===== config.mk =====
export PLATFORM = sky130hd
export DESIGN_NAME = cache_req_issuer
export DESIGN_NICKNAME = d
export VERILOG_FILES = /design/src/rtl/ctrl_types_pkg.sv /design/src/rtl/cache_req_issuer.sv
export SDC_FILE = /design/constraint.sdc
export NUM_CORES = 1
export LEC_CHECK = 0
export ABC_AREA = 1
export CORE_MARGIN = 2
export CORE_UTILIZATION = 37
export CTS_CLUSTER_DIAMETER = 100
export DETAILED_ROUTE_END_ITERATION = 6
export PLACE_DENSITY = 0.85
export SETUP_SLACK_MARGIN = 0.02
export SKIP_LAST_GASP = 1
export SYNTH_ARGS = -nofsm -noshare
export SYNTH_HDL_FRONTEND = slang
export SYNTH_SLANG_ARGS = --single-unit

===== constraint.sdc =====
create_clock -name clk -period 1.41 [get_ports clk]
set_clock_uncertainty 0.05 [all_clocks]
set_input_delay 0.141 -clock clk [delete_from_list [all_inputs] [get_ports clk]]
set_output_delay 0.141 -clock clk [all_outputs]
set_load 0.005 [all_outputs]

===== src/rtl/ctrl_types_pkg.sv =====
// Shared types for the cache controller and its host-side request issuer.
package ctrl_types_pkg;

  typedef enum logic [2:0] {
    NOOP   = 3'd0,
    READ   = 3'd1,
    UPSERT = 3'd2,
    DELETE = 3'd3
  } operation_e;

  typedef struct packed {
    logic done;
    logic error;
  } sub_cmd_t;

  typedef enum logic [1:0] {
    RS_OK      = 2'd0,
    RS_ERROR   = 2'd1,
    RS_TIMEOUT = 2'd2,
    RS_ILLEGAL = 2'd3
  } resp_status_e;

  typedef enum logic [1:0] {
    IS_IDLE  = 2'd0,
    IS_ISSUE = 2'd1,
    IS_RESP  = 2'd2
  } issuer_state_e;

endpackage


===== src/rtl/cache_req_issuer.sv =====
// Host-side initiator: issues one operation to the cache controller, waits for
// done/error or timeout, and returns a status/read-data response to the host.
module cache_req_issuer
  import ctrl_types_pkg::*;
#(
  parameter int unsigned KEY_WIDTH      = 8,
  parameter int unsigned VALUE_WIDTH    = 64,
  parameter int unsigned TIMEOUT_CYCLES = 255
) (
  input  logic                   clk,
  input  logic                   rst_n,
  input  logic                   req_valid_i,
  output logic                   req_ready_o,
  input  logic [2:0]             req_op_i,
  input  logic [KEY_WIDTH-1:0]   req_key_i,
  input  logic [VALUE_WIDTH-1:0] req_value_i,
  output logic [2:0]             op_o,
  output logic [KEY_WIDTH-1:0]   key_o,
  output logic [VALUE_WIDTH-1:0] value_o,
  input  logic [1:0]             ctrl_result_i,
  input  logic [VALUE_WIDTH-1:0] ctrl_value_i,
  output logic                   resp_valid_o,
  input  logic                   resp_ready_i,
  output logic [1:0]             resp_status_o,
  output logic [VALUE_WIDTH-1:0] resp_value_o
);

  localparam int unsigned CntW = $clog2(TIMEOUT_CYCLES + 1);
  // Last cycle of the wait window: op_o stays valid for exactly TIMEOUT_CYCLES cycles.
  localparam logic [CntW-1:0] CntLast = CntW'(TIMEOUT_CYCLES - 1);

  issuer_state_e            state_q, state_d;
  logic [2:0]               op_q, op_d;
  logic [KEY_WIDTH-1:0]     key_q, key_d;
  logic [VALUE_WIDTH-1:0]   value_q, value_d;
  logic [CntW-1:0]          cnt_q, cnt_d;
  resp_status_e             status_q, status_d;
  logic [VALUE_WIDTH-1:0]   rvalue_q, rvalue_d;
  sub_cmd_t                 result;
  logic                     legal_op;

  assign result   = sub_cmd_t'(ctrl_result_i);
  assign legal_op = (req_op_i == READ) || (req_op_i == UPSERT) || (req_op_i == DELETE);

  always_comb begin
    state_d  = state_q;
    op_d     = op_q;
    key_d    = key_q;
    value_d  = value_q;
    cnt_d    = cnt_q;
    status_d = status_q;
    rvalue_d = rvalue_q;
    unique case (state_q)
      IS_IDLE: begin
        if (req_valid_i) begin
          op_d    = req_op_i;
          key_d   = req_key_i;
          value_d = req_value_i;
          cnt_d   = '0;
          if (legal_op) begin
            state_d = IS_ISSUE;
          end else begin
            state_d  = IS_RESP;
            status_d = RS_ILLEGAL;
            rvalue_d = '0;
          end
        end
      end
      IS_ISSUE: begin
        if (cnt_q != '1) begin
          cnt_d = cnt_q + 1'b1;
        end
        // Controller outcome beats a coincident timeout; error beats done.
        if (result.error) begin
          state_d  = IS_RESP;
          status_d = RS_ERROR;
          rvalue_d = '0;
        end else if (result.done) begin
          state_d  = IS_RESP;
          status_d = RS_OK;
          rvalue_d = (op_q == READ) ? ctrl_value_i : '0;
        end else if (cnt_q >= CntLast) begin
          state_d  = IS_RESP;
          status_d = RS_TIMEOUT;
          rvalue_d = '0;
        end
      end
      IS_RESP: begin
        if (resp_ready_i) begin
          state_d = IS_IDLE;
        end
      end
      default: state_d = IS_IDLE;
    endcase
  end

  always_ff @(posedge clk or negedge rst_n) begin
    if (!rst_n) begin
      state_q  <= IS_IDLE;
      op_q     <= NOOP;
      key_q    <= '0;
      value_q  <= '0;
      cnt_q    <= '0;
      status_q <= RS_OK;
      rvalue_q <= '0;
    end else begin
      state_q  <= state_d;
      op_q     <= op_d;
      key_q    <= key_d;
      value_q  <= value_d;
      cnt_q    <= cnt_d;
      status_q <= status_d;
      rvalue_q <= rvalue_d;
    end
  end

  assign req_ready_o   = (state_q == IS_IDLE);
  assign resp_valid_o  = (state_q == IS_RESP);
  assign op_o          = (state_q == IS_ISSUE) ? op_q : NOOP;
  assign key_o         = key_q;
  assign value_o       = value_q;
  assign resp_status_o = status_q;
  assign resp_value_o  = rvalue_q;

endmodule


# Word level (Yosys, flattened, before mapping)
# Index checks and enable logic that the tools add are counted.
[word_totals]
reg_bits = 151
input_bits = 145
word_cells = 52
[op_classes]
addsub = 1
n_lt_le_gt_ge = 1
eq_ne = 12
n_mux = 23
n_reduce_logical = 8
[ops]
columns = ["operator", "count"]
rows = [
  ["64-bit 2-to-1 mux", 6],
  ["64-bit case mux with 2 select lines", 1],
  ["2-bit 2-to-1 mux", 10],
  ["8-bit 2-to-1 mux", 2],
  ["8-bit case mux with 2 select lines", 1],
  ["8-bit by 1-bit adder with 8-bit output, second input constant", 1],
  ["8-bit greater-or-equal comparator, second input constant", 1],
  ["8-bit inequality test, second input constant", 1],
  ["3-bit by 1-bit equality test with 1-bit output, second input constant", 2],
  ["3-bit by 2-bit equality test with 1-bit output, second input constant", 2],
  ["2-bit inequality test, second input constant", 3],
  ["2-bit case mux with 3 select lines", 1],
  ["3-bit AND reduction", 2],
  ["4-bit inequality test, second input constant", 1],
  ["2-bit case mux with 2 select lines", 1],
  ["4-bit AND reduction", 1],
  ["3-bit 2-to-1 mux", 1],
  ["2-bit by 1-bit equality test with 1-bit output, second input constant", 1],
  ["2-bit equality test, second input constant", 1],
  ["2-bit logical NOT", 1],
  ["1-bit logical OR", 2],
  ["2-bit by 1-bit inequality test with 1-bit output, second input constant", 1],
  ["2-bit AND reduction", 1],
  ["2-bit nonzero test", 1],
]

# Logic depth before layout (Yosys ltp)
[depth]
depth_word = 6
depth_mapped = 11

# Worst setup path after synthesis
# Ideal clock, no wire load.
[synth_timing]
kind = "flip-flop to flip-flop"
from = "register cnt_q[0]"
to = "register status_q[0], in the netlist resp_status_o[0]"
setup_time_ns = 0.117
arrival_time_ns = 1.310
required_ns = 1.243
slack_ns = -0.067
path_stages_with_launch = 12
path_buffers = 2
path_cell_list = "dfrtp_1 > inv_1 > ha_1 > nor2_1 > nor2_1 > nand2_1 > nand2_2 > nand3_2 > buf_4 > buf_6 > nand2_1 > nand2_1"
[synth_between]
elab_chain_cells = 3
[synth_rtl]
columns = ["item", "line_no", "text"]
rows = [
  ["from (decl)", "cache_req_issuer.sv:36", "logic [CntW-1:0] cnt_q, cnt_d;"],
  ["from (signal assigned)", "cache_req_issuer.sv:111", "cnt_q <= cnt_d;"],
  ["8-bit greater-or-equal comparator", "cache_req_issuer.sv:82", "end else if (cnt_q >= CntLast) begin"],
  ["4-bit inequality test (no source line)", "--", ""],
  ["4-bit AND reduction (no source line)", "--", ""],
  ["to (signal assigned)", "cache_req_issuer.sv:112", "status_q <= status_d;"],
  ["to (decl)", "cache_req_issuer.sv:37", "resp_status_e status_q, status_d;"],
]
# No other way between the ends.
# A chain may end at the register's enable or synchronous reset.

# Worst setup path in the final report
[layout_timing]
from = "register state_q[1]"
to = "register value_q[49], in the netlist value_o[49]"
[layout_between]
elab_chain_cells = 2
[layout_rtl]
columns = ["item", "line_no", "text"]
rows = [
  ["from (decl)", "cache_req_issuer.sv:32", "issuer_state_e state_q, state_d;"],
  ["from (signal assigned)", "cache_req_issuer.sv:107", "state_q <= state_d;"],
  ["2-bit logical NOT", "cache_req_issuer.sv:53", "unique case (state_q)"],
  ["2-bit AND reduction (no source line)", "--", ""],
  ["to (signal assigned)", "cache_req_issuer.sv:110", "value_q <= value_d;"],
  ["to (decl)", "cache_req_issuer.sv:35", "logic [VALUE_WIDTH-1:0] value_q, value_d;"],
]
# No other way between the ends.

==> results.py <==
metrics = {
    "run_status": {
        "outcome": "finished, violations left",
        "violations": "negative setup slack",
    },
    "floorplan": {
        "pin_count": 288,
        "die_h_um": 131.0,
        "rows": 46,
        "core_um2": 15830,
        "dieArea_um2": 17160,
        "die_w_um": 131.0,
        "initial_core_util": 0.3770,
    },
    "power_and_ir_drop": {
        "power.leakage_nw": 5.849,
        "powerDensity_nw_per_um2": 1724,
        "power_w": 0.01855,
        "irDropWorstVdd_uv": 1057,
    },
    "grt": {
        "grt_util_all_layers": 0.2140,
        "grt_antenna_before_repair": 0,
        "grt_pass1_wl_um": 28250,
        "grt_pass1_vias": 5629,
        "grt_overflow": 0,
        "grt_max_degree": 50,
    },
    "clocking": {
        "clk_latency_ns": 0.41,
        "path_clk_slew_ns": 0.07,
        "htree_num_levels": 4,
        "cts_buffers": 17,
        "clock-sinks": 151,
        "cts_root_buf": "clkbuf_16",
        "clk_path_buf_depth": 2,
        "cts_tree": "yes",
    },
    "hold_path": {
        "hp-class": "in -> async",
    },
    "sta": {
        "slew_headroom": 0.7557,
        "fin_tns_setup_ns": -17.53,
        "max_freq_mhz": 621.8,
        "finalSetupViolCount": 152,
        "timing.hold.ws_ns": 0.1582,
        "timing.final.crit_period_ns": 1.608,
        "finalHoldViolations": 0,
        "setup_ws_ns": -0.1982,
        "rsz0062_at_grt": "yes",
        "maxSlewViolCount": 0,
        "post-route-period-util": 1.141,
        "worstMarginPinSlew_ns": 0.3665,
    },
    "critical_path": {
        "r2r_slack_ns": -0.20,
        "worstSetupEndpointType": "flip-flop",
        "worstReg2RegEnd": "value_o[49]",
        "critPathTopFamily": "buffers and inverters",
        "critPathMaxFanout": 8,
        "path_buf_inv": 5,
        "cp_cell_sequence": "nor2_4 -> buf_6 -> inv_4 -> nor2_4 -> buf_6 -> clkinv_8 -> clkbuf_16 -> nand2_2 -> nand2_1",
        "cp.arrival_ns": 1.86,
        "path_class": "reg -> reg",
        "cp_slowest_cell": "dfrtp_1",
        "cp_data_required_time_ns": 1.67,
        "rr_startpoint": "state_q[1]",
        "crit_path_max_incr_delay_ns": 0.41,
        "startpoint_type": "flip-flop",
        "ff2ff_path_depth": 9,
    },
    "yosys": {
        "synthesis.nets": 844,
        "synth_top_area_cell": "dfrtp_1",
        "synthCells": 697,
        "ys_ff_latch": 151,
        "syn_area_um2": 5967,
        "synth_top_area_frac": 0.6333,
        "yosysUniqueCellTypes": 21,
        "syn_avg_cell_area_um2": 8.561,
        "synthTopCellsByArea": "dfrtp_1, nand2_1, inv_1, o21ai_0, nor2_1",
        "yosysSeqAreaShare": 0.6333,
        "ys_warn_count": 0,
    },
    "place": {
        "place_area_um2": 9359,
        "dp_hpwl_um": 12850,
        "port_buffers": 287,
        "routabilityCongestion": 0.8034,
        "dp_cells": 1208,
    },
    "drt": {
        "ant_nets": 0,
        "post-route-drc-count": 0,
        "drt_wl_total_um": 20570,
        "routed_via_density": 4.648,
        "drt-pass1-iter-count": 5,
        "dr.first_iter.drc_count": 237,
        "wl_per_cell_um": 16.16,
        "vias": 5917,
    },
    "finish": {
        "seqCellArea_um2": 3780,
        "n_antenna_cell": 0,
        "fin_cells": 1273,
        "final_area_um2": 10760,
        "final_cell_mix": "nand2_1, dfrtp_1, clkdlybuf4s50_1",
        "nFillCells": 1199,
        "nets": 1192,
        "multi_input_area_um2": 2379,
        "drive_gt1_frac": 0.1892,
        "final_common_cell": "nand2_1",
        "syn_to_final_growth_pct": 80.33,
    },
    "flow_run": {
        "maxCapViolations": 0,
    },
}
==> where the power goes <==
part           switching (W)  internal (W)  leakage (nW)  total, W
registers           0.000914       0.00552          1.98   0.00644
logic                0.00352       0.00375          3.57   0.00727
clock network        0.00183       0.00302         0.298   0.00485
==> metal layers <==
layer / vias up / GRT usage / share of wire
li1: 2824 / - / -
met1: 2843 / 0.2549 / 0.38
met2: 215 / 0.3642 / 0.53
met3: 35 / 0.06148 / 0.062
met5: - / 0 / 0
met4: 0 / 0.08824 / 0.027
==> per-stage QoR <==
stage	util	setup WS [ns]
after floorplan	-	-0.03674
after global placement	0.5913	-0.2101
after detailed placement	0.5913	-0.2325
after CTS	0.6369	-0.1027
after global routing	0.6798	-0.2735
final	0.6798	-0.1982
==> registers in the layout, summed over array words and instances, names as in the netlist <==
name,count
key_o,8
state_q,2
resp_status_o,2
value_o,64
cnt_q,8
resp_value_o,64
op_q,3
==> worst reg2reg max path: stages (launching register included) <==
cell       delay [ns]
dfrtp_1          0.41
nor2_4           0.13
buf_6            0.12
inv_4            0.04
nor2_4           0.14
buf_6            0.17
clkinv_8         0.12
clkbuf_16        0.21
nand2_2          0.07
nand2_1          0.05
==> synth_stat cells <==
| cell type | instances |
|---|---|
| nor2_4 | 1 |
| buf_6 | 3 |
| nand3_1 | 8 |
| inv_2 | 1 |
| nand3b_1 | 1 |
| nand2_2 | 1 |
| o21ai_0 | 12 |
| dfrtp_1 | 151 |
| xnor2_1 | 1 |
| nand3_2 | 1 |
| inv_1 | 18 |
| clkbuf_1 | 13 |
| nor3_1 | 1 |
| buf_2 | 8 |
| ha_1 | 2 |
| buf_4 | 4 |
| nor2_1 | 15 |
| nand2_1 | 448 |
| nand4_1 | 5 |
| a21oi_2 | 1 |
| nor2_2 | 2 |
==> worst max-delay path by stage <==
stage / start / cells past startpoint / end
detailed placement: req_op_i[2] / 9 / resp_value_o[31]
finish: state_q[1] / 9 / value_o[49]
floorplan: cnt_q[0] / 11 / resp_status_o[0]
CTS: cnt_q[0] / 10 / resp_value_o[41]
global route: state_q[1] / 9 / key_o[4]
global placement: ctrl_result_i[0] / 7 / resp_value_o[3]
==> kinds of logic (layout without fill, tap and decap cells) <==
kind of cell	count (synthesis)	after routing	synth area share
DFF	151	151	0.6333
xor gates and xnor gates	1	1	0.001468
and+or+nand+nor	483	483	0.3120
AOI/OAI and AO/OA	13	13	0.01153
buffers and inverters	47	407	0.03753
adders and majority gates	2	2	0.004193
==> final cells by class <==
type | count | share of cell area
repair inverters | 1 | 0.001047
flip-flops and latches | 151 | 0.3513
clock buffers | 21 | 0.04186
clock inverters | 10 | 0.01558
well taps | 216 | 0.02512
inverters | 19 | 0.008023
multi-input cells | 499 | 0.2210
repair buffers | 356 | 0.3360
==> repair_timing <==
| action | 4_1_cts | 5_1_grt |
|---|---|---|
| hold buffers | 1 | 0 |
| pin swaps | 5 | 11 |
| endpoints found under the setup margin | 291 | 156 |
| gates cloned | 4 | 11 |
| buffers inserted | 15 | 7 |
| endpoints found under the hold margin | 151 | 0 |
| resized for setup | 185 | 128 |
No activity file was read; power rests on OpenSTA's default activity.
